[src/rtl/scan_ram_pkg.sv]
// Shared types and helpers for the scanning display RAM.
package scan_ram_pkg;

   typedef enum logic {
      CLEAR = 1'b0,
      RUN   = 1'b1
   } scan_state_t;

   // Counter width for a modulus of n; never narrower than one bit.
   function automatic int cnt_w(input int n);
      return (n > 1) ? $clog2(n) : 1;
   endfunction

endpackage

[src/rtl/scan_ram_if.sv]
// Write port, scan control and display read-out of scan_ram.
interface scan_ram_if #(
   parameter int DATA_W = 3,
   parameter int DEPTH  = 32
);
   localparam int ADDR_W = $clog2(DEPTH);

   logic              wr_en;
   logic [ADDR_W-1:0] wr_addr;
   logic [DATA_W-1:0] wr_data;
   logic              scan_en;
   logic [ADDR_W-1:0] rd_addr;
   logic [DATA_W-1:0] rd_data;
   logic              busy;
   logic              rd_valid;

   modport master (
      output wr_en, wr_addr, wr_data, scan_en,
      input  rd_addr, rd_data, busy, rd_valid
   );

   modport slave (
      input  wr_en, wr_addr, wr_data, scan_en,
      output rd_addr, rd_data, busy, rd_valid
   );

endinterface

[src/rtl/sdp_ram_core.sv]
// Simple dual-port RAM: one write port, one registered write-first read port.
module sdp_ram_core #(
   parameter int DATA_W = 3,
   parameter int DEPTH  = 32
) (
   input  logic                     clk,
   input  logic                     reset_n,
   input  logic                     we,
   input  logic [$clog2(DEPTH)-1:0] waddr,
   input  logic [DATA_W-1:0]        wdata,
   input  logic [$clog2(DEPTH)-1:0] raddr,
   output logic [DATA_W-1:0]        rdata
);

   logic [DATA_W-1:0] mem [DEPTH];
   logic [DATA_W-1:0] rdata_d;
   logic [DATA_W-1:0] rdata_q;

   // A same-cycle write to the read address is forwarded to the output.
   always_comb begin
      rdata_d = mem[raddr];
      if (we && (waddr == raddr)) begin
         rdata_d = wdata;
      end
   end

   // NOTE: the array has no reset so it maps onto block RAM; only the output register clears.
   always_ff @(posedge clk) begin
      if (we) begin
         mem[waddr] <= wdata;
      end
   end

   always_ff @(posedge clk or negedge reset_n) begin
      if (!reset_n) begin
         rdata_q <= '0;
      end else begin
         rdata_q <= rdata_d;
      end
   end

   assign rdata = rdata_q;

endmodule

[src/rtl/scan_ram.sv]
// Display RAM: clears itself after reset, then auto-scans every word at a programmable rate.
module scan_ram
   import scan_ram_pkg::*;
#(
   parameter int DATA_W   = 3,
   parameter int DEPTH    = 32,
   parameter int SCAN_DIV = 50_000_000
) (
   input  logic      clk,
   input  logic      reset_n,
   scan_ram_if.slave bus
);

   localparam int ADDR_W = $clog2(DEPTH);
   localparam int DIV_W  = cnt_w(SCAN_DIV);

   localparam logic [ADDR_W-1:0] LAST_ADDR = ADDR_W'(DEPTH - 1);
   localparam logic [DIV_W-1:0]  LAST_DIV  = DIV_W'(SCAN_DIV - 1);
   // One bit wider so DEPTH itself is representable when it is a power of two.
   localparam logic [ADDR_W:0]   DEPTH_EXT = (ADDR_W + 1)'(DEPTH);

   scan_state_t       state_q, state_d;
   logic [ADDR_W-1:0] clear_ptr_q, clear_ptr_d;
   logic [ADDR_W-1:0] rd_addr_q, rd_addr_d;
   logic [DIV_W-1:0]  div_cnt_q, div_cnt_d;
   logic              rd_valid_q, rd_valid_d;

   logic              ram_we;
   logic [ADDR_W-1:0] ram_waddr;
   logic [DATA_W-1:0] ram_wdata;

   // NOTE: every output of this block gets a default first, so no path can infer a latch.
   always_comb begin
      state_d     = state_q;
      clear_ptr_d = clear_ptr_q;
      rd_addr_d   = rd_addr_q;
      div_cnt_d   = div_cnt_q;
      rd_valid_d  = 1'b0;
      ram_we      = 1'b0;
      ram_waddr   = bus.wr_addr;
      ram_wdata   = bus.wr_data;

      case (state_q)
         CLEAR: begin
            // The sequencer owns the write port; external writes are dropped.
            ram_we    = 1'b1;
            ram_waddr = clear_ptr_q;
            ram_wdata = '0;
            if (clear_ptr_q == LAST_ADDR) begin
               state_d = RUN;
            end else begin
               clear_ptr_d = clear_ptr_q + 1'b1;
            end
         end

         RUN: begin
            rd_valid_d = 1'b1;
            ram_we     = bus.wr_en && ({1'b0, bus.wr_addr} < DEPTH_EXT);
            if (bus.scan_en) begin
               if (div_cnt_q == LAST_DIV) begin
                  div_cnt_d = '0;
                  rd_addr_d = (rd_addr_q == LAST_ADDR) ? '0 : rd_addr_q + 1'b1;
               end else begin
                  div_cnt_d = div_cnt_q + 1'b1;
               end
            end
         end
      endcase
   end

   // NOTE: sequential state uses non-blocking assignments so all flops update from pre-edge values.
   always_ff @(posedge clk or negedge reset_n) begin
      if (!reset_n) begin
         state_q     <= CLEAR;
         clear_ptr_q <= '0;
         rd_addr_q   <= '0;
         div_cnt_q   <= '0;
         rd_valid_q  <= 1'b0;
      end else begin
         state_q     <= state_d;
         clear_ptr_q <= clear_ptr_d;
         rd_addr_q   <= rd_addr_d;
         div_cnt_q   <= div_cnt_d;
         rd_valid_q  <= rd_valid_d;
      end
   end

   sdp_ram_core #(
      .DATA_W (DATA_W),
      .DEPTH  (DEPTH)
   ) u_ram (
      .clk     (clk),
      .reset_n (reset_n),
      .we      (ram_we),
      .waddr   (ram_waddr),
      .wdata   (ram_wdata),
      .raddr   (rd_addr_q),
      .rdata   (bus.rd_data)
   );

   assign bus.rd_addr  = rd_addr_q;
   assign bus.busy     = (state_q == CLEAR);
   assign bus.rd_valid = rd_valid_q;

endmodule

[src/flat_wrapper.sv]
// flat-port wrapper written by rule: the top's interface ports become plain ports
module scan_ram_flat import scan_ram_pkg::*;
#(
   parameter int DATA_W   = 3,
   parameter int DEPTH    = 32,
   parameter int SCAN_DIV = 50_000_000
)
  (clk, reset_n, bus_wr_en, bus_wr_addr, bus_wr_data, bus_scan_en, bus_rd_addr, bus_rd_data, bus_busy, bus_rd_valid);
  scan_ram_if #(.DATA_W(DATA_W), .DEPTH(DEPTH)) bus_i ();
  input  logic clk;
  input  logic reset_n;
  input wire logic [$bits(bus_i.wr_en)-1:0] bus_wr_en;
  input wire logic [$bits(bus_i.wr_addr)-1:0] bus_wr_addr;
  input wire logic [$bits(bus_i.wr_data)-1:0] bus_wr_data;
  input wire logic [$bits(bus_i.scan_en)-1:0] bus_scan_en;
  output wire logic [$bits(bus_i.rd_addr)-1:0] bus_rd_addr;
  output wire logic [$bits(bus_i.rd_data)-1:0] bus_rd_data;
  output wire logic [$bits(bus_i.busy)-1:0] bus_busy;
  output wire logic [$bits(bus_i.rd_valid)-1:0] bus_rd_valid;
  assign bus_i.wr_en = bus_wr_en;
  assign bus_i.wr_addr = bus_wr_addr;
  assign bus_i.wr_data = bus_wr_data;
  assign bus_i.scan_en = bus_scan_en;
  assign bus_rd_addr = bus_i.rd_addr;
  assign bus_rd_data = bus_i.rd_data;
  assign bus_busy = bus_i.busy;
  assign bus_rd_valid = bus_i.rd_valid;
  scan_ram #(.DATA_W(DATA_W), .DEPTH(DEPTH), .SCAN_DIV(SCAN_DIV)) u_core (.clk(clk), .reset_n(reset_n), .bus(bus_i));
endmodule
[config.mk]
export PLATFORM = sky130hd
export DESIGN_NAME = scan_ram_flat
export DESIGN_NICKNAME = d
export VERILOG_FILES = /design/src/rtl/scan_ram_pkg.sv /design/src/rtl/scan_ram_if.sv /design/src/rtl/sdp_ram_core.sv /design/src/rtl/scan_ram.sv /design/src/flat_wrapper.sv
export SDC_FILE = /design/constraint.sdc
export NUM_CORES = 1
export LEC_CHECK = 0
export BUFFER_PORTS_ARGS = -buffer_cell sky130_fd_sc_hd__buf_2
export CORE_MARGIN = 4
export CORE_UTILIZATION = 30
export DETAILED_ROUTE_END_ITERATION = 8
export PLACE_DENSITY = 0.43
export SYNTH_ARGS = -nofsm -noshare
export SYNTH_HDL_FRONTEND = slang
export SYNTH_SLANG_ARGS = --single-unit
[constraint.sdc]
create_clock -name clk -period 2.6 [get_ports clk]
set_clock_uncertainty 0.05 [all_clocks]
set_input_delay 0.13 -clock clk [delete_from_list [all_inputs] [get_ports clk]]
set_output_delay 0.13 -clock clk [all_outputs]
set_load 0.005 [all_outputs]
Word level (Yosys, flattened, before mapping)
Memory sizes are Yosys's and may differ from the RTL's. A register that Yosys moved wholly into a read port is not among the register bits. Index checks and enable logic that the tools add are counted.

Register bits: 38. Memories: 1. Word-level logic and storage cells: 28. Input bits: 12. Output and inout port bits: 10. RAM bits: 96.

Add/sub/neg operators: 3. Multiplexer cells: 10. Bitwise logic cells: 2. Equality and inequality tests: 3. Reduce and logical (&&, ||, !) cells: 4.

Memory list: u_core.u_ram.mem (depth 32, bits a word 3, read ports 1, clocked after Yosys merged registers in 1, wr ports 1, line sdp_ram_core.sv:15) `logic [DATA_W-1:0] mem [DEPTH];`.

Operators with widths (count): adder 26 x 1 -> 26 bit, second input constant (1); == test 26 bit, second input constant (1); 2-to-1 mux 26 bit (1); adder 5 x 1 -> 5 bit, second input constant (2); == test 5 bit, second input constant (2); 2-to-1 mux 5 bit (2); 2-to-1 mux 1 bit (5); AND reduction 2 bit (2); 2-to-1 mux 3 bit (1); AND reduction 3 bit (1); NOT 1 bit (2); case mux 1 bit (2 select lines) (1); logical NOT 1 bit (1).

Depth between registers and ports, before layout
Gate-level depths: netlist (run 1).

Word-level depth: 4. Gate-level depth with buffers: 7. Gate-level depth less buffers: 6.

By module
Synthesis (run 1) repeated with hierarchy kept, for this count alone.

Cell total of the unflattened synthesis: 413. Area total of the unflattened synthesis: 6164.7 um2.

By module, submodules not included: sdp_ram_core (instances 1, cells each 229, area each 4191.5 um2, sequential area each 2957.8 um2); scan_ram (instances 1, cells each 184, area each 1973.1 um2, sequential area each 950.9 um2).

Least setup slack after synthesis (run 1)
OpenSTA, ideal clock, no wires.

Kind: reg2reg. From: register u_core.rd_addr_q[1], in the netlist u_core.bus.rd_addr[1]. To: register u_core.u_ram.rdata_q[0], in the netlist u_core.u_ram.rdata[0] (read register of u_core.u_ram.mem). Setup time: 124 ps. Buffers on the path: 2. Cell stages (with the launch flop): 7. Data arrival time: 1704 ps. Clock period less this slack: 1878 ps. Setup slack: 722 ps. Required time: 2426 ps. Cells stage by stage: dfrtp_1 buf_4 clkbuf_1 mux4_2 o32ai_1 a211oi_1 o31a_1.

RTL lines: start, declared (line scan_ram.sv:24) `logic [ADDR_W-1:0] rd_addr_q, rd_addr_d;`; start signal, assigned (line scan_ram.sv:82) `rd_addr_q <= rd_addr_d;`; end, declared (line sdp_ram_core.sv:17) `logic [DATA_W-1:0] rdata_q;`.

Worst setup path in the final report (run 1)
From: register u_core.state_q. To: register u_core.rd_addr_q[2], in the netlist u_core.bus.rd_addr[2].

Word-level cells in the longest chain between the ends: 1.

Ends and longest elaborated chain: start, declared (line scan_ram.sv:22) `scan_state_t state_q, state_d;`; start signal, assigned (line scan_ram.sv:80) `state_q <= state_d;`; AND reduction 3 bit (no line).

Every way passes these cells. A chain may end at the register's enable or synchronous reset.

==> reports/metrics.yaml, run 1 <==
yosys:
  netlist_area_um2: 6130
  syn-num-nets: 453
  synth-main-ff-cell: "edfxtp_1"
  synth_top_area_cell: "edfxtp_1"
  netlist_top_cells_count: "96 x edfxtp_1, 60 x nor2_1, 41 x dfrtp_1"
  yosys-top-cells-area: "edfxtp_1 47%, dfrtp_1 17%, mux2i_1 4.4%, mux4_2 4.0%, nor2_1 3.7%"
  synth-seq-cells: 137
  async_flop_share_pct: 29.9
  synth.most_common_cell: "edfxtp_1"
  synth_enable_flop_cells: 96
  avgSynthCellArea_um2: 14.1
  yosys.area.top_type_share_pct: 47.0
  synth_cell_types: 55
  syn_inst: 435
  synth_seq_area_share_pct: 63.7
  yosysWarnings: 0
clock_tree:
  cts_setup_buffers: 0
  clk_pin_slew_worst_paths_ps: 60
  cts_resized: 0
  clk_latency_ps: 420
  cts_buffer_depth: 2
  cts_num_sinks: 137
  cts_root_buffer: "clkbuf_16"
  numCtsBuffers: 17
  cts_tree: "yes"
  cts_htree_levels: 4
route:
  finalWirelength_um: 14300
  drt_first_pass_iters: 4
  drt_iter0_drc: 293
  wl_per_cell_um: 18.7
  final_antenna_net_count: 0
  drcViolationCount: 0
  via_per_inst: 4.79
  num_vias: 3661
cells_and_area:
  drive_above_1_share_pct: 20.4
  n_antenna_cell: 0
  finalNetCount: 500
  area_growth_pct: 18.5
  stdcell_count: 765
die:
  design.core.area_um2: 20200
  rows: 52
  initial_core_util_pct: 30.4
  die_area_um2: 22800
  die_h_um: 151
  die_w_um: 151
  pin_count: 22
global_route:
  grt_pass1_vias: 3765
  grt_usage_pct: 13.5
  grt_antenna_before_repair: 0
  grt_first_pass_wirelength_um: 22500
  globalRouteOverflowTotal: 0
  grt_max_degree: 42
timing:
  hold_viol: 0
  rsz0062_at_grt: "no"
  fmax_ghz: 0.439
  max_slew_margin_pct: 31.6
  worstMarginPinSlew_ps: 1030
  period_share_pct: 87.5
  slew_violations: 0
  fin_ws_ps: 324
  setup_viol: 0
  setup_tns_ps: 0
  period_minus_slack_ps: 2280
place:
  place_inst: 731
  pre_cts_ws_ps: 326
  io_buffers: 21
  dp.final_hpwl_um: 10100
  place.gp.congestion: 0.822
power_and_ir_drop:
  switching_share_pct: 23.5
  p_comb_share_pct: 4.3
  p_clk_share_pct: 48.3
  ir_worst_vdd_uv: 390
  p_switching_uw: 1210
  leakagePower_uw: 0.00258
  internal_power_uw: 3920
  powerDensity_nw_per_um2: 706
  pwr-share-seq_pct: 47.4
min_path:
  holdCritPathClass: "primary input to flop"
  min_to: "u_core.u_ram.mem[30][1]$_DFFE_PP_"
  min_from: "bus_wr_data[1]"
  whs_path_depth: 2
worst_setup_path:
  cp-start-kind: "flop"
  rr_startpoint: "u_core.state_q$_DFF_PN0_"
  path_max_fanout: 16
  crit_arrival_ps: 2520
  critical_path_class: "flop to flop"
  r2r_cells: 6
  timing.rr.end: "u_core.bus.rd_addr[2]$_DFFE_PN0P_"
  r2r_setup_slack_ps: 320
  end_kind: "flop"
  crit_required_ps: 2840
run:
  drv_cap: 0
run_status:
  status: "finished clean"
-- cells in the final DEF, fill, tap and decap left out, types with 4 or more instances in the layout --
cell,instances
nand4_1,5
inv_6,4
dfrtp_1,40
clkbuf_16,17
and2_1,5
mux2i_1,27
buf_2,21
nor4_1,4
xnor2_1,21
o221ai_1,4
edfxtp_1,96
and3_1,6
nand2b_1,4
inv_1,8
o21ai_1,5
o22ai_1,4
a211oi_1,4
ha_1,6
mux4_2,11
o21ai_0,4
and4_1,6
buf_4,21
nand2_1,18
nor3_1,4
o32ai_1,4
nor2b_1,5
nand3_1,16
nor2_1,60
xor2_1,10
-- cell families (layout without fill, tap and decap cells) --
logic type | after synthesis | after routing | synth area share (%)
xor gates and xnor gates | 33 | 33 | 4.96
AOI/OAI and AO/OA | 44 | 44 | 5.34
and+or+nand+nor | 144 | 144 | 12.1
DFF | 137 | 137 | 63.7
muxes | 46 | 46 | 10.3
adders and majority gates | 6 | 6 | 1.22
buffers and inverters | 25 | 85 | 2.39
-- power by group through the flow --
stage	Sequential (µW)	Combinational (µW)	Clock [µW]
final	2430	219	2480
after global routing	2440	243	2630
after CTS	2430	224	2530
after detailed placement	2480	221	0
after global placement	2480	220	0
after floorplan	2470	138	0
-- worst max path at each step --
stage | start | end | slack [ps] | cells after the start
6_report | u_core.state_q$_DFF_PN0_ | u_core.bus.rd_addr[2]$_DFFE_PN0P_ | 320 | 6
5_1_grt | u_core.state_q$_DFF_PN0_ | u_core.u_ram.mem[12][0]$_DFFE_PP_ | 150 | 4
4_1_cts | u_core.state_q$_DFF_PN0_ | u_core.bus.rd_addr[2]$_DFFE_PN0P_ | 300 | 6
3_5_place_dp | u_core.state_q$_DFF_PN0_ | u_core.bus.rd_addr[2]$_DFFE_PN0P_ | 330 | 6
3_3_place_gp | u_core.bus.rd_addr[0]$_DFFE_PN0P_ | u_core.u_ram.rdata[2]$_DFF_PN0_ | 370 | 5
2_1_floorplan | u_core.bus.rd_addr[1]$_DFFE_PN0P_ | u_core.u_ram.rdata[0]$_DFF_PN0_ | 720 | 6
-- layout make-up --
class                      count  area [µm²]
fill                        1956       12900
sequential                   137        3910
multi-input combinational    273        2080
clock buffer                  17         425
tap                          270         338
timing repair buffer          45         303
clock inverter                15         184
inverter                       8        30.0
-- worst max-delay path, stage by stage, from the launching register on --
cell	delay [ps]
dfrtp_1	690
and4_1	350
nand3_1	180
nor4_4	260
buf_4	260
o21ai_1	80
mux2_2	270
-- layer usage --
metal | part of all wire, % | global-route usage [%]
met1 | 46 | 18.3
met2 | 48 | 21.2
met3 | 4.7 | 3.29
met4 | 1.6 | 4.53
met5 | 0 | 0
-- per-stage QoR --
step | total power (µW) | hold WS [ps] | util, % | instance area, µm²
after floorplan | 2610 | -216 | - | 6130
after CTS | 5190 | 192 | 36.0 | 7270
final | 5130 | 210 | 36.0 | 7270
after global placement | 2700 | 300 | 32.9 | 6640
after detailed placement | 2700 | 312 | 32.9 | 6640
after global routing | 5310 | 203 | 36.0 | 7270
-- sequential cells by signal, indices dropped and copies added, names as in the netlist --
name and count:
u_core.state_q 1, u_core.div_cnt_q 26, u_core.u_ram.mem 96, u_core.bus.rd_valid 1
u_core.clear_ptr_q 5, u_core.u_ram.rdata 3, u_core.bus.rd_addr 5
-- repair_timing --
item,CTS,global route
endpoints found under the hold margin,42,0
endpoints found under the setup margin,0,0
hold buffers,2,0
(Power assumes the default switching activity.)
==> inputs of run 2 (changes only) <==
--- a/config.mk
+++ b/config.mk
@@ -5,11 +5,13 @@
 export SDC_FILE = /design/constraint.sdc
 export NUM_CORES = 1
 export LEC_CHECK = 0
+export ABC_AREA = 1
 export BUFFER_PORTS_ARGS = -buffer_cell sky130_fd_sc_hd__buf_2
 export CORE_MARGIN = 4
 export CORE_UTILIZATION = 30
 export DETAILED_ROUTE_END_ITERATION = 8
-export PLACE_DENSITY = 0.43
+export GPL_ROUTABILITY_DRIVEN = 1
+export PLACE_DENSITY = 0.42
 export SYNTH_ARGS = -nofsm -noshare
 export SYNTH_HDL_FRONTEND = slang
 export SYNTH_SLANG_ARGS = --single-unit
==> run 2 against run 1 <==
Synthesized cell count up 64%; final area up 3.5%; largest power group is now sequential cells; critical endpoint is now u_core.u_ram.mem[21][0]$_DFFE_PP_; clock power down 4%; highest routed layer unchanged.
==> reports/metrics.yaml, run 2 <==
worst_setup_path:
  rr_startpoint: "u_core.state_q$_DFF_PN0_"
  critical_path_class: "flop to flop"
  end_kind: "flop"
  path_max_fanout: 14
  cp-start-kind: "flop"
  crit_required_ps: 2650
  crit_arrival_ps: 2280
  critical_path.startpoint: "u_core.state_q$_DFF_PN0_"
yosys:
  yosys-top-cells-area: "edfxtp_1 44%, dfrtp_1 16%, nand2_1 13%, nand3_1 5.7%, nor2_1 5.5%"
  synth_seq_area_share_pct: 60.2
  avgSynthCellArea_um2: 9.12
  synth_simple_gate_area_share_pct: 28.7
  synth_top_area_cell: "edfxtp_1"
  yosysWarnings: 0
  syn_inst: 712
  synth.most_common_cell: "nand2_1"
  synthAdderAreaFrac_pct: 1.16
  synth-xor-area-share_pct: 1.35
  syn-num-nets: 730
  synth-compound-area-share_pct: 3.64
  synth_cell_types: 34
  netlist_top_cells_count: "223 x nand2_1, 96 x edfxtp_1, 95 x nor2_1"
  netlist_area_um2: 6500
  async_flop_share_pct: 29.9
  synth_top_family_by_area: "simple AND/OR/NAND/NOR gates"
  synth-seq-cells: 137
  synth_enable_flop_cells: 96
  synth.area.mux_share_pct: 0
  yosys.area.top_type_share_pct: 44.4
  synth-main-ff-cell: "edfxtp_1"
power_and_ir_drop:
  ir_worst_vdd_uv: 337
  p_clk_share_pct: 46.6
  switching_share_pct: 26.2
  pwr-share-seq_pct: 48.1
  leakagePower_uw: 0.00310
  p_switching_uw: 1330
  p_comb_share_pct: 5.4
  internal_power_uw: 3760
  powerDensity_nw_per_um2: 677
route:
  drcViolationCount: 0
  highest_layer: "met4"
  wl_per_cell_um: 16.7
  final_antenna_net_count: 0
  wl_met2_um: 7900
  wl_met3_um: 732
  drt_iter0_drc: 325
  finalWirelength_um: 17200
  drt_first_pass_iters: 5
  num_vias: 4908
  via_per_inst: 4.76
  drt-met1-wl_um: 8380
clock_tree:
  cts_root_buffer: "clkbuf_16"
  numCtsBuffers: 17
  cts_htree_levels: 4
  cts_resized: 0
  cts_tree: "yes"
  cts_num_sinks: 137
  clk_pin_slew_worst_paths_ps: 70
  clk_latency_ps: 440
  cts_buffer_depth: 2
die:
  die_h_um: 155
  rows: 53
  design.core.area_um2: 21200
  pin_count: 22
  die_w_um: 155
  die_area_um2: 24100
  initial_core_util_pct: 30.7
cells_and_area:
  layout_common_cells: "223 x nand2_1, 96 x edfxtp_1, 95 x nor2_1, 74 x nand3_1, 45 x inv_1"
  regMostFlops: "u_core.u_ram.mem"
  drive_above_1_share_pct: 12.0
  largest_register_ff_count: 96
  layout_commonest_cell: "nand2_1"
  largestRegisters: "u_core.u_ram.mem x96, u_core.div_cnt_q x26"
  finalNetCount: 761
  n_antenna_cell: 0
  area_growth_pct: 15.8
timing:
  setup_viol: 0
  worstMarginPinSlew_ps: 918
  fmax_ghz: 0.448
  rsz0062_at_grt: "no"
  slew_violations: 0
  period_minus_slack_ps: 2230
  setup_tns_ps: 0
  period_share_pct: 85.9
  fin_ws_ps: 367
  max_slew_margin_pct: 38.6
  hold_viol: 0
  hold_ws_ps: 151
global_route:
  grt_antenna_before_repair: 0
  grt_usage_pct: 14.9
  grt_first_pass_wirelength_um: 27300
  grt_max_degree: 51
  grt_pass1_vias: 4743
  globalRouteOverflowTotal: 0
run_status:
  status: "finished clean"
place:
  place.gp.congestion: 0.846
  dp.final_hpwl_um: 11900
  pre_cts_ws_ps: 377
  io_buffers: 21
run:
  drv_cap: 0
min_path:
  holdCritPathClass: "primary input to async pin"
==> run 2: critical path, stage by stage, from the launching register on <==
cell and delay [ps]:
dfrtp_1 610, inv_2 160, o21ai_0 300, nand2_1 400
nor2_1 390
==> run 2: cell families after synthesis <==
kind of cell    count (synthesis)
fa+ha+maj                       6
compound gates                 44
xor+xnor                       10
flops                         137
buf+inv                        77
simple gates                  438
==> run 2: what timing repair did <==
action                     CTS  global route
setup buffers                0             0
hold buffers                 2             0
hold endpoints to repair    23             0
setup endpoints to repair    0             0
==> run 2: area by class of cell <==
type / instances / area [µm²]
well taps: 275 / 344
multi-input cells: 498 / 2270
inverters: 54 / 204
clock buffers: 17 / 425
fillers: 2170 / 13600
flip-flops and latches: 137 / 3910
clock inverters: 15 / 145
repair buffers: 35 / 228
==> run 2: per-layer routing <==
layer / vias to the layer above / GRT usage (%)
met1: 2384 / 21.2
met4: 0 / 4.79
met3: 13 / 3.31
li1: 2416 / -
met5: - / 0
met2: 95 / 22.7
==> run 2: through the flow <==
stage / instance area, µm² / utilization (%) / power [µW] / cells
final: 7520 / 35.6 / 5090 / 1031
after global routing: 7520 / 35.6 / 5300 / 1031
after detailed placement: 6930 / 32.8 / 2770 / 997
after floorplan: 6500 / - / 2660 / 712
after CTS: 7520 / 35.6 / 5150 / 1031
after global placement: 6930 / 32.8 / 2770 / 997
==> run 2: final timing paths <==
kind	endpoint	slack (ps)	depth (start not counted)
setup reg to reg	u_core.u_ram.mem[21][0]$_DFFE_PP_	370	4
hold / removal	u_core.clear_ptr_q[1]$_DFFE_PN0P_	150	2
max in group asynchronous	u_core.bus.rd_addr[4]$_DFFE_PN0P_	1670	3
hold reg to reg	u_core.div_cnt_q[24]$_DFFE_PN0P_	490	2
setup / recovery	u_core.u_ram.mem[21][0]$_DFFE_PP_	370	4
min in group clk	u_core.u_ram.mem[20][0]$_DFFE_PP_	200	3
==> run 2: power groups by stage <==
stage / Combinational, µW / Clock [µW] / Sequential (µW)
after floorplan: 186 / 0 / 2480
after global placement: 279 / 0 / 2490
after detailed placement: 278 / 0 / 2490
after CTS: 280 / 2420 / 2450
after global routing: 320 / 2520 / 2450
final: 274 / 2370 / 2450
